## config.mk

```make
export PLATFORM = sky130hd
export DESIGN_NAME = range_stream_encoder
export DESIGN_NICKNAME = d
export VERILOG_FILES = /design/src/rtl/range_stream_encoder.sv
export SDC_FILE = /design/constraint.sdc
export NUM_CORES = 1
export LEC_CHECK = 0
export CAP_MARGIN = 10
export CORE_MARGIN = 2
export CORE_UTILIZATION = 29
export CTS_CLUSTER_SIZE = 28
export DETAILED_ROUTE_END_ITERATION = 10
export SYNTH_ARGS = -nofsm -noshare
export SYNTH_HDL_FRONTEND = slang
export SYNTH_SLANG_ARGS = --single-unit
```

## constraint.sdc

```tcl
create_clock -name clk -period 3.6 [get_ports clk]
set_input_delay 0.72 -clock clk [delete_from_list [all_inputs] [get_ports clk]]
set_output_delay 0.72 -clock clk [all_outputs]
set_load 0.05 [all_outputs]
```

## src/rtl/range_stream_encoder.sv

```systemverilog
// range_stream_encoder
// Decodes an ASCII byte stream of "L-U\n" range lines, one blank line, then
// "N\n" ingredient-ID lines into a stream of numbers for the range-check chain.
//
// Ports:
//   clk                        single clock, rising edge
//   rst_n                      synchronous active-low reset
//   inbound_valid              qualifies inbound_data for one cycle (no backpressure)
//   inbound_data[7:0]          ASCII input byte
//   downstream_id_range_sel    0 while emitting range bounds, 1 once in the ID section
//   downstream_id_range_valid  one-cycle strobe per emitted number
//   downstream_id_range_data   emitted number (holds when valid is low)
//   parse_error                sticky malformed-input flag
module range_stream_encoder #(
    parameter int unsigned INGREDIENT_ID_RANGE_WIDTH = 64
) (
    input  logic                                 clk,
    input  logic                                 rst_n,
    input  logic                                 inbound_valid,
    input  logic [7:0]                           inbound_data,
    output logic                                 downstream_id_range_sel,
    output logic                                 downstream_id_range_valid,
    output logic [INGREDIENT_ID_RANGE_WIDTH-1:0] downstream_id_range_data,
    output logic                                 parse_error
);

    localparam int unsigned W = INGREDIENT_ID_RANGE_WIDTH;

    localparam logic [7:0] CHAR_DASH = 8'h2D;
    localparam logic [7:0] CHAR_LF   = 8'h0A;
    localparam logic [7:0] CHAR_0    = 8'h30;
    localparam logic [7:0] CHAR_9    = 8'h39;

    typedef enum logic [1:0] {
        RANGE_LOWER = 2'd0,
        RANGE_UPPER = 2'd1,
        IDS         = 2'd2
    } state_t;

    state_t         state_q, state_d;
    logic [W-1:0]   acc_q, acc_d;
    logic           seen_q, seen_d;
    logic           sel_q, sel_d;
    logic           valid_q, valid_d;
    logic [W-1:0]   data_q, data_d;
    logic           err_q, err_d;

    logic           is_digit;
    logic           is_dash;
    logic           is_lf;
    logic [W-1:0]   acc_next;

    // Byte classification; anything else (including CR) is ignored.
    always_comb begin
        is_digit = inbound_valid && (inbound_data >= CHAR_0) && (inbound_data <= CHAR_9);
        is_dash  = inbound_valid && (inbound_data == CHAR_DASH);
        is_lf    = inbound_valid && (inbound_data == CHAR_LF);
    end

    // acc*10 + digit via shifts, wrapping modulo 2^W; low nibble of '0'..'9' is the digit.
    always_comb begin
        acc_next = W'((acc_q << 3) + (acc_q << 1) + W'(inbound_data[3:0]));
    end

    // State and output registers.
    always_ff @(posedge clk) begin
        if (!rst_n) begin
            state_q <= RANGE_LOWER;
            acc_q   <= '0;
            seen_q  <= 1'b0;
            sel_q   <= 1'b0;
            valid_q <= 1'b0;
            data_q  <= '0;
            err_q   <= 1'b0;
        end else begin
            state_q <= state_d;
            acc_q   <= acc_d;
            seen_q  <= seen_d;
            sel_q   <= sel_d;
            valid_q <= valid_d;
            data_q  <= data_d;
            err_q   <= err_d;
        end
    end

    // Next-state, accumulator and emission decisions.
    always_comb begin
        state_d = state_q;
        acc_d   = acc_q;
        seen_d  = seen_q;
        sel_d   = sel_q;
        valid_d = 1'b0;
        data_d  = data_q;
        err_d   = err_q;

        if (is_digit) begin
            acc_d  = acc_next;
            seen_d = 1'b1;
        end else if (is_dash) begin
            // Every separator clears the number in progress, emitted or not.
            acc_d  = '0;
            seen_d = 1'b0;
            case (state_q)
                RANGE_LOWER: begin
                    if (seen_q) begin
                        valid_d = 1'b1;
                        data_d  = acc_q;
                        state_d = RANGE_UPPER;
                    end else begin
                        err_d = 1'b1;
                    end
                end
                RANGE_UPPER: err_d = 1'b1;
                IDS:         err_d = 1'b1;
                default:     state_d = RANGE_LOWER;
            endcase
        end else if (is_lf) begin
            acc_d  = '0;
            seen_d = 1'b0;
            case (state_q)
                RANGE_LOWER: begin
                    if (seen_q) begin
                        // Line ended without a '-': drop it and restart the line.
                        err_d = 1'b1;
                    end else begin
                        // Blank line: switch sections. sel only moves here, never
                        // alongside a range-bound strobe.
                        state_d = IDS;
                        sel_d   = 1'b1;
                    end
                end
                RANGE_UPPER: begin
                    if (seen_q) begin
                        valid_d = 1'b1;
                        data_d  = acc_q;
                    end else begin
                        err_d = 1'b1;
                    end
                    state_d = RANGE_LOWER;
                end
                IDS: begin
                    // Extra blank lines in the ID section are harmless.
                    if (seen_q) begin
                        valid_d = 1'b1;
                        data_d  = acc_q;
                    end
                end
                default: state_d = RANGE_LOWER;
            endcase
        end
    end

    assign downstream_id_range_sel   = sel_q;
    assign downstream_id_range_valid = valid_q;
    assign downstream_id_range_data  = data_q;
    assign parse_error               = err_q;

endmodule

```

Word level (Yosys, flattened, before mapping)
Index checks and enable logic that the tools add are counted.
- bits in registers: 134
- bits of input ports: 11
- output and inout bits: 67
- add/subtract/negate cells: 2
- $lt $le $gt $ge: 2
- equality and inequality tests: 11
- multiplexer cells: 28
- bitwise logic cells: 4
- reduce and logical (&&, ||, !) cells: 15
- operator list (kind ; number):
    64-bit 2-to-1 mux ; 8
    64-bit by 4-bit adder with 64-bit output ; 1
    64-bit adder ; 1
    1-bit 2-to-1 mux ; 12
    5-bit AND reduction ; 2
    3-bit inequality test (second input constant) ; 3
    8-bit by 4-bit equality test with 1-bit output (second input constant) ; 1
    8-bit by 6-bit equality test with 1-bit output (second input constant) ; 1
    8-bit by 6-bit greater-or-equal comparator with 1-bit output (second input constant) ; 1
    8-bit by 6-bit <= comparator with 1-bit output (second input constant) ; 1
    2-bit 2-to-1 mux ; 4
    2-bit case mux with 2 select lines ; 2
    6-bit AND reduction ; 1
    3-bit nonzero test ; 2
    1-bit logical AND ; 4
    2-bit inequality test (second input constant) ; 2
    1-bit inverter ; 4
    1-bit case mux with 2 select lines ; 2
    4-bit AND reduction ; 1
    2-bit nonzero test ; 2
    2-bit OR reduction ; 2
    3-bit by 2-bit inequality test with 1-bit output (second input constant) ; 1
    2-bit by 1-bit equality test with 1-bit output (second input constant) ; 1
    2-bit equality test (second input constant) ; 1
    2 further kinds ; 2

Longest topological paths before layout
- depth after elaboration: 5
- gate-level depth with buffers: 14
- depth with buffers taken out: 14

Worst setup path before layout
OpenSTA, ideal clock, no wires.
- kind: input -> register
- from: in inbound_data[3]
- to: reg acc_q[56]
- library setup time: 128 ps
- arrival time: 3649 ps
- data required time: 3472 ps
- slack: -177 ps
- stages: 14
- buffers on the path: 0
- path through: inv_1 > fa_1 > inv_1 > fa_1 > a211oi_1 > o21bai_1 > o21ai_0 > a21oi_1 > o211a_1 > o41a_1 > a21oi_1 > o21ai_0 > xnor2_1 > o21ai_0
- longest elaborated chain between the ends: 4
- ends and longest elaborated chain (item ; line ; source):
    start: declaration ; 20 ; input logic [7:0] inbound_data,
    parallel branches: the longest is 4 deep, another holds 64-bit by 4-bit adder with 64-bit output ; -- ;
    end signal: assignment ; 69 ; acc_q <= '0;
    end signal: assignment ; 77 ; acc_q <= acc_d;
    end: declaration ; 41 ; logic [W-1:0] acc_q, acc_d;
Parallel ways; which one is timed is not known.
A chain may end at the register's enable or synchronous reset.

Final worst setup path
- from: in inbound_data[2]
- to: reg acc_q[52]
Same word-level chain as after synthesis.

==> results.md <==
- WL met3: between 600 and 700 um
- Sequential Power Share: between 40% and 50%
- Final hold vios: 0
- Pwr Density: a little over 300 nW/um2
- Post-Place Worst Slack: -1005 ps
- GRT Total Usage: 14.84%
- Final Util: a little under two fifths
- Met2 wire len: approximately 11,000 um
- Drc violations: 0
- Non-Filler Instances: approximately 1,600
- ANT cells: 0
- Syn_nets: ~1,200
- Int Pwr: around 2.7 mW
- TritonCTS clock tree: built
- Main synth FF type: dfxtp_1
- Root buf cell: clkbuf_16
- First-pass GRT wire length: 40,300 um
- Synth Cell Area: 9016 um2
- Hold_ws: 461.8 ps
- Worst clock skew: 13.08 ps
- Worst-path clk slew: approximately 60 ps
- EDFF count, synth: 0
- Skew-Pair Late Insertion Delay: between 400 and 500 ps
- CP endpoint kind: register
- Clock Power Share: between 50% and 60%
- Seq/Total Area, Yosys: around 30%
- MaxCap Viol Count: 0
- Cell Area, Placed: ~10,000 um2
- Initial antenna violation count: 0
- Core area: 30,590 um2
- Synthesis warning total: 0
- CTS sink count: between 100 and 150
- Die height: 180.3 um
- Setup TNS after final layout: 0 ps
- Fin. max-slew vios: 0
- Gpl congestion: roughly 0.86
- Row count: 64
- Startpoint class of the critical path: input port
- Critical path fanouts, max: 5
- Area occupied by registers: between 2000 and 3000 um2
- Via/cell ratio: roughly 5
- Setup-violating endpoint count in the final report: 0
- Initial cell density of the core: slightly below 30%
- Final nets: approximately 1,300
- LEAKAGE: about 4.8 nW
- HP Class: reg -> reg
- Switching Share: 21.61%
- IR drop worst, VDD: 0.2599 mV
- # H-tree levels: 4
- Net switching power: between 0.7 and 0.8 mW
- Multi-input gate area: 6143 um2
- Num CTS Buffers: 17
- Synthesis-stage register bit count: between 100 and 150
- CTS Hold Bufs: 0
- Dpl hpwl: about 18,000 um
- First drt pass iteration count: 5
- Critical path required time: between 3000 and 4000 ps
- Worst setup margin: roughly 110 ps
- I/O pin count: 78
- Total grt overflow: 0
- Slowest cell delay on critical path: around 430 ps
- Outcome: finished clean
- Final Total Pwr: 3.463 mW
- CP bufs+invs: 2
- Post-synth top area cell: dfxtp_1
- Final min period: approximately 3500 ps
- Slowest cell on the critical path: fa_2
- Vias in the first global route: about 8,000
- Cell area after layout: between 10,000 and 15,000 um2
- Cell Chain, Critical Path: dlygate4sd2_1, ha_1, ha_2, fa_2, a211oi_4, o21bai_2, o21ai_2, a21oi_4, o211a_1, o41a_1, a21oi_2, buf_4, xor2_1, o21ai_0
- FMAX: 0.2868 GHz
- Post-synth ARST share: 0%
- Die W: 180.3 um
- Vias: around 8,100
- Worst-margin pin slew: roughly 850 ps
- Pin count of the biggest net entering global routing: 100
- Yosys top cell area share: approximately 30%
- Fillers: around 3,200
- Layout cells sized above 1: between 10% and 20%
- RSZ-0062 raised after global routing: true
- Final WL: roughly 24,000 um
- Arrival time worst endpoint: ~3800 ps
- Cell variety after synth: 57
- Max-slew headroom: between 40% and 50%
- Post-Place Cells: around 1,600
- Clock buffer depth: 2
- Remaining antenna violation count: 0
- Critical path's top delay family: compound AO/OA/AOI/OAI gates
- Final period utilization: a little over nine tenths
- Combinational share of power: under 10%
- Area grow syn2layout: 24.95%
- CP Class: in -> reg
- Mean Syn Cell Area: roughly 8 um2
- Highest routed layer: met4
- 1st-iter DRT viols: roughly 400
- Cells after Synth: between 1,000 and 1,500
- Synth area leaders: dfxtp_1 30%, ha_1 17%, nand2_1 8.8%, a21boi_0 5.4%, a21oi_1 4.0%
- Port-buffer cells: 77
- Metal-1 WL: 11,530 um
- Die area: 32,520 um2
- Wirelength per Cell: 14.88 um
-- worst reg2reg max path: stages, from the launching register on --
cell and delay, ps:
dfxtp_2 330, inv_2 40, fa_1 540, inv_2 60, buf_4 130, fa_2 380
a211oi_4 240, o21bai_2 120, o21ai_2 210, a21oi_4 110, o211a_1 260, o41a_1 350
a21oi_2 190, buf_4 130, xor2_1 130, o21ai_0 90
-- layout make-up --
cell class | instances | share of cell area (%)
Clock buffer | 20 | 4.054
Clock inverter | 12 | 1.566
Inverter | 26 | 0.9329
Timing Repair Buffer | 135 | 10.65
Sequential cell | 134 | 23.87
Multi-Input combinational cell | 886 | 54.53
Tap cell | 396 | 4.398
-- final timing paths --
path	end	cells past startpoint	slack, ps	from
setup reg to reg	acc_q[52]	15	170	acc_q[2]
hold / removal	downstream_id_range_data[40]	2	460	downstream_id_range_data[40]
hold reg to reg	downstream_id_range_data[40]	2	460	downstream_id_range_data[40]
setup / recovery	acc_q[52]	14	110	inbound_data[2]
-- cells by family after synthesis --
logic type	share of synthesized area, %
multiplexers	0.1110
AND/OR/NAND/NOR	18.26
adder cells (fa/ha/maj)	17.79
XOR/XNOR	5.634
AO/OA/AOI/OAI	24.76
buffers and inverters	3.691
flip-flops	29.75
-- cell usage after synthesis, drive strengths merged (10+ instances only) --
cell type	number
o21bai	15
inv	26
nor2b	36
xnor2	38
dfxtp	134
a21oi	72
nor3	10
nor2	36
a21o	29
nand2	212
a22oi	34
nand3	11
clkbuf	59
a211oi	10
a21boi	65
ha	125
o21ai	70
nand4	20
xor2	20
-- power by group through the flow --
stage	combinational, mW	clock, mW	sequential [mW]
after floorplan	0.0444	0	1.52
after global placement	0.0791	0	1.52
after detailed placement	0.0797	0	1.52
after CTS	0.0802	1.95	1.48
after global routing	0.0876	2.01	1.48
final	0.0803	1.90	1.48
-- state kept, by name (all words and copies together) (netlist names) --
register                   count
acc_q                         64
downstream_id_range_data      64
state_q                        2
downstream_id_range_sel        1
downstream_id_range_valid      1
parse_error                    1
seen_q                         1
-- placed cells by master (no fill, tap or decap), types with 36 or more instances in the layout --
| cell type | Yosys | routed |
|---|---|---|
| nand2_1 | 212 | 211 |
| dfxtp_1 | 134 | 129 |
| ha_1 | 125 | 119 |
| clkdlybuf4s50_1 | 0 | 73 |
| a21oi_1 | 72 | 69 |
| a21boi_0 | 65 | 65 |
| o21ai_0 | 68 | 64 |
| buf_4 | 0 | 59 |
| xnor2_1 | 38 | 38 |
| nor2b_1 | 36 | 36 |
-- timing repair --
item                       in CTS  in global routing
pin swaps                       3                  6
setup buffers                   2                  4
gates resized for setup        10                 28
setup endpoints to repair      34                 17
-- metal layers --
metal / up-vias / GRT usage (%)
met5: - / 0
met1: 3820 / 19.24
met3: 29 / 2.506
met4: 0 / 5.065
li1: 4131 / -
met2: 112 / 24.92
Power figures use the tool's default switching activity.
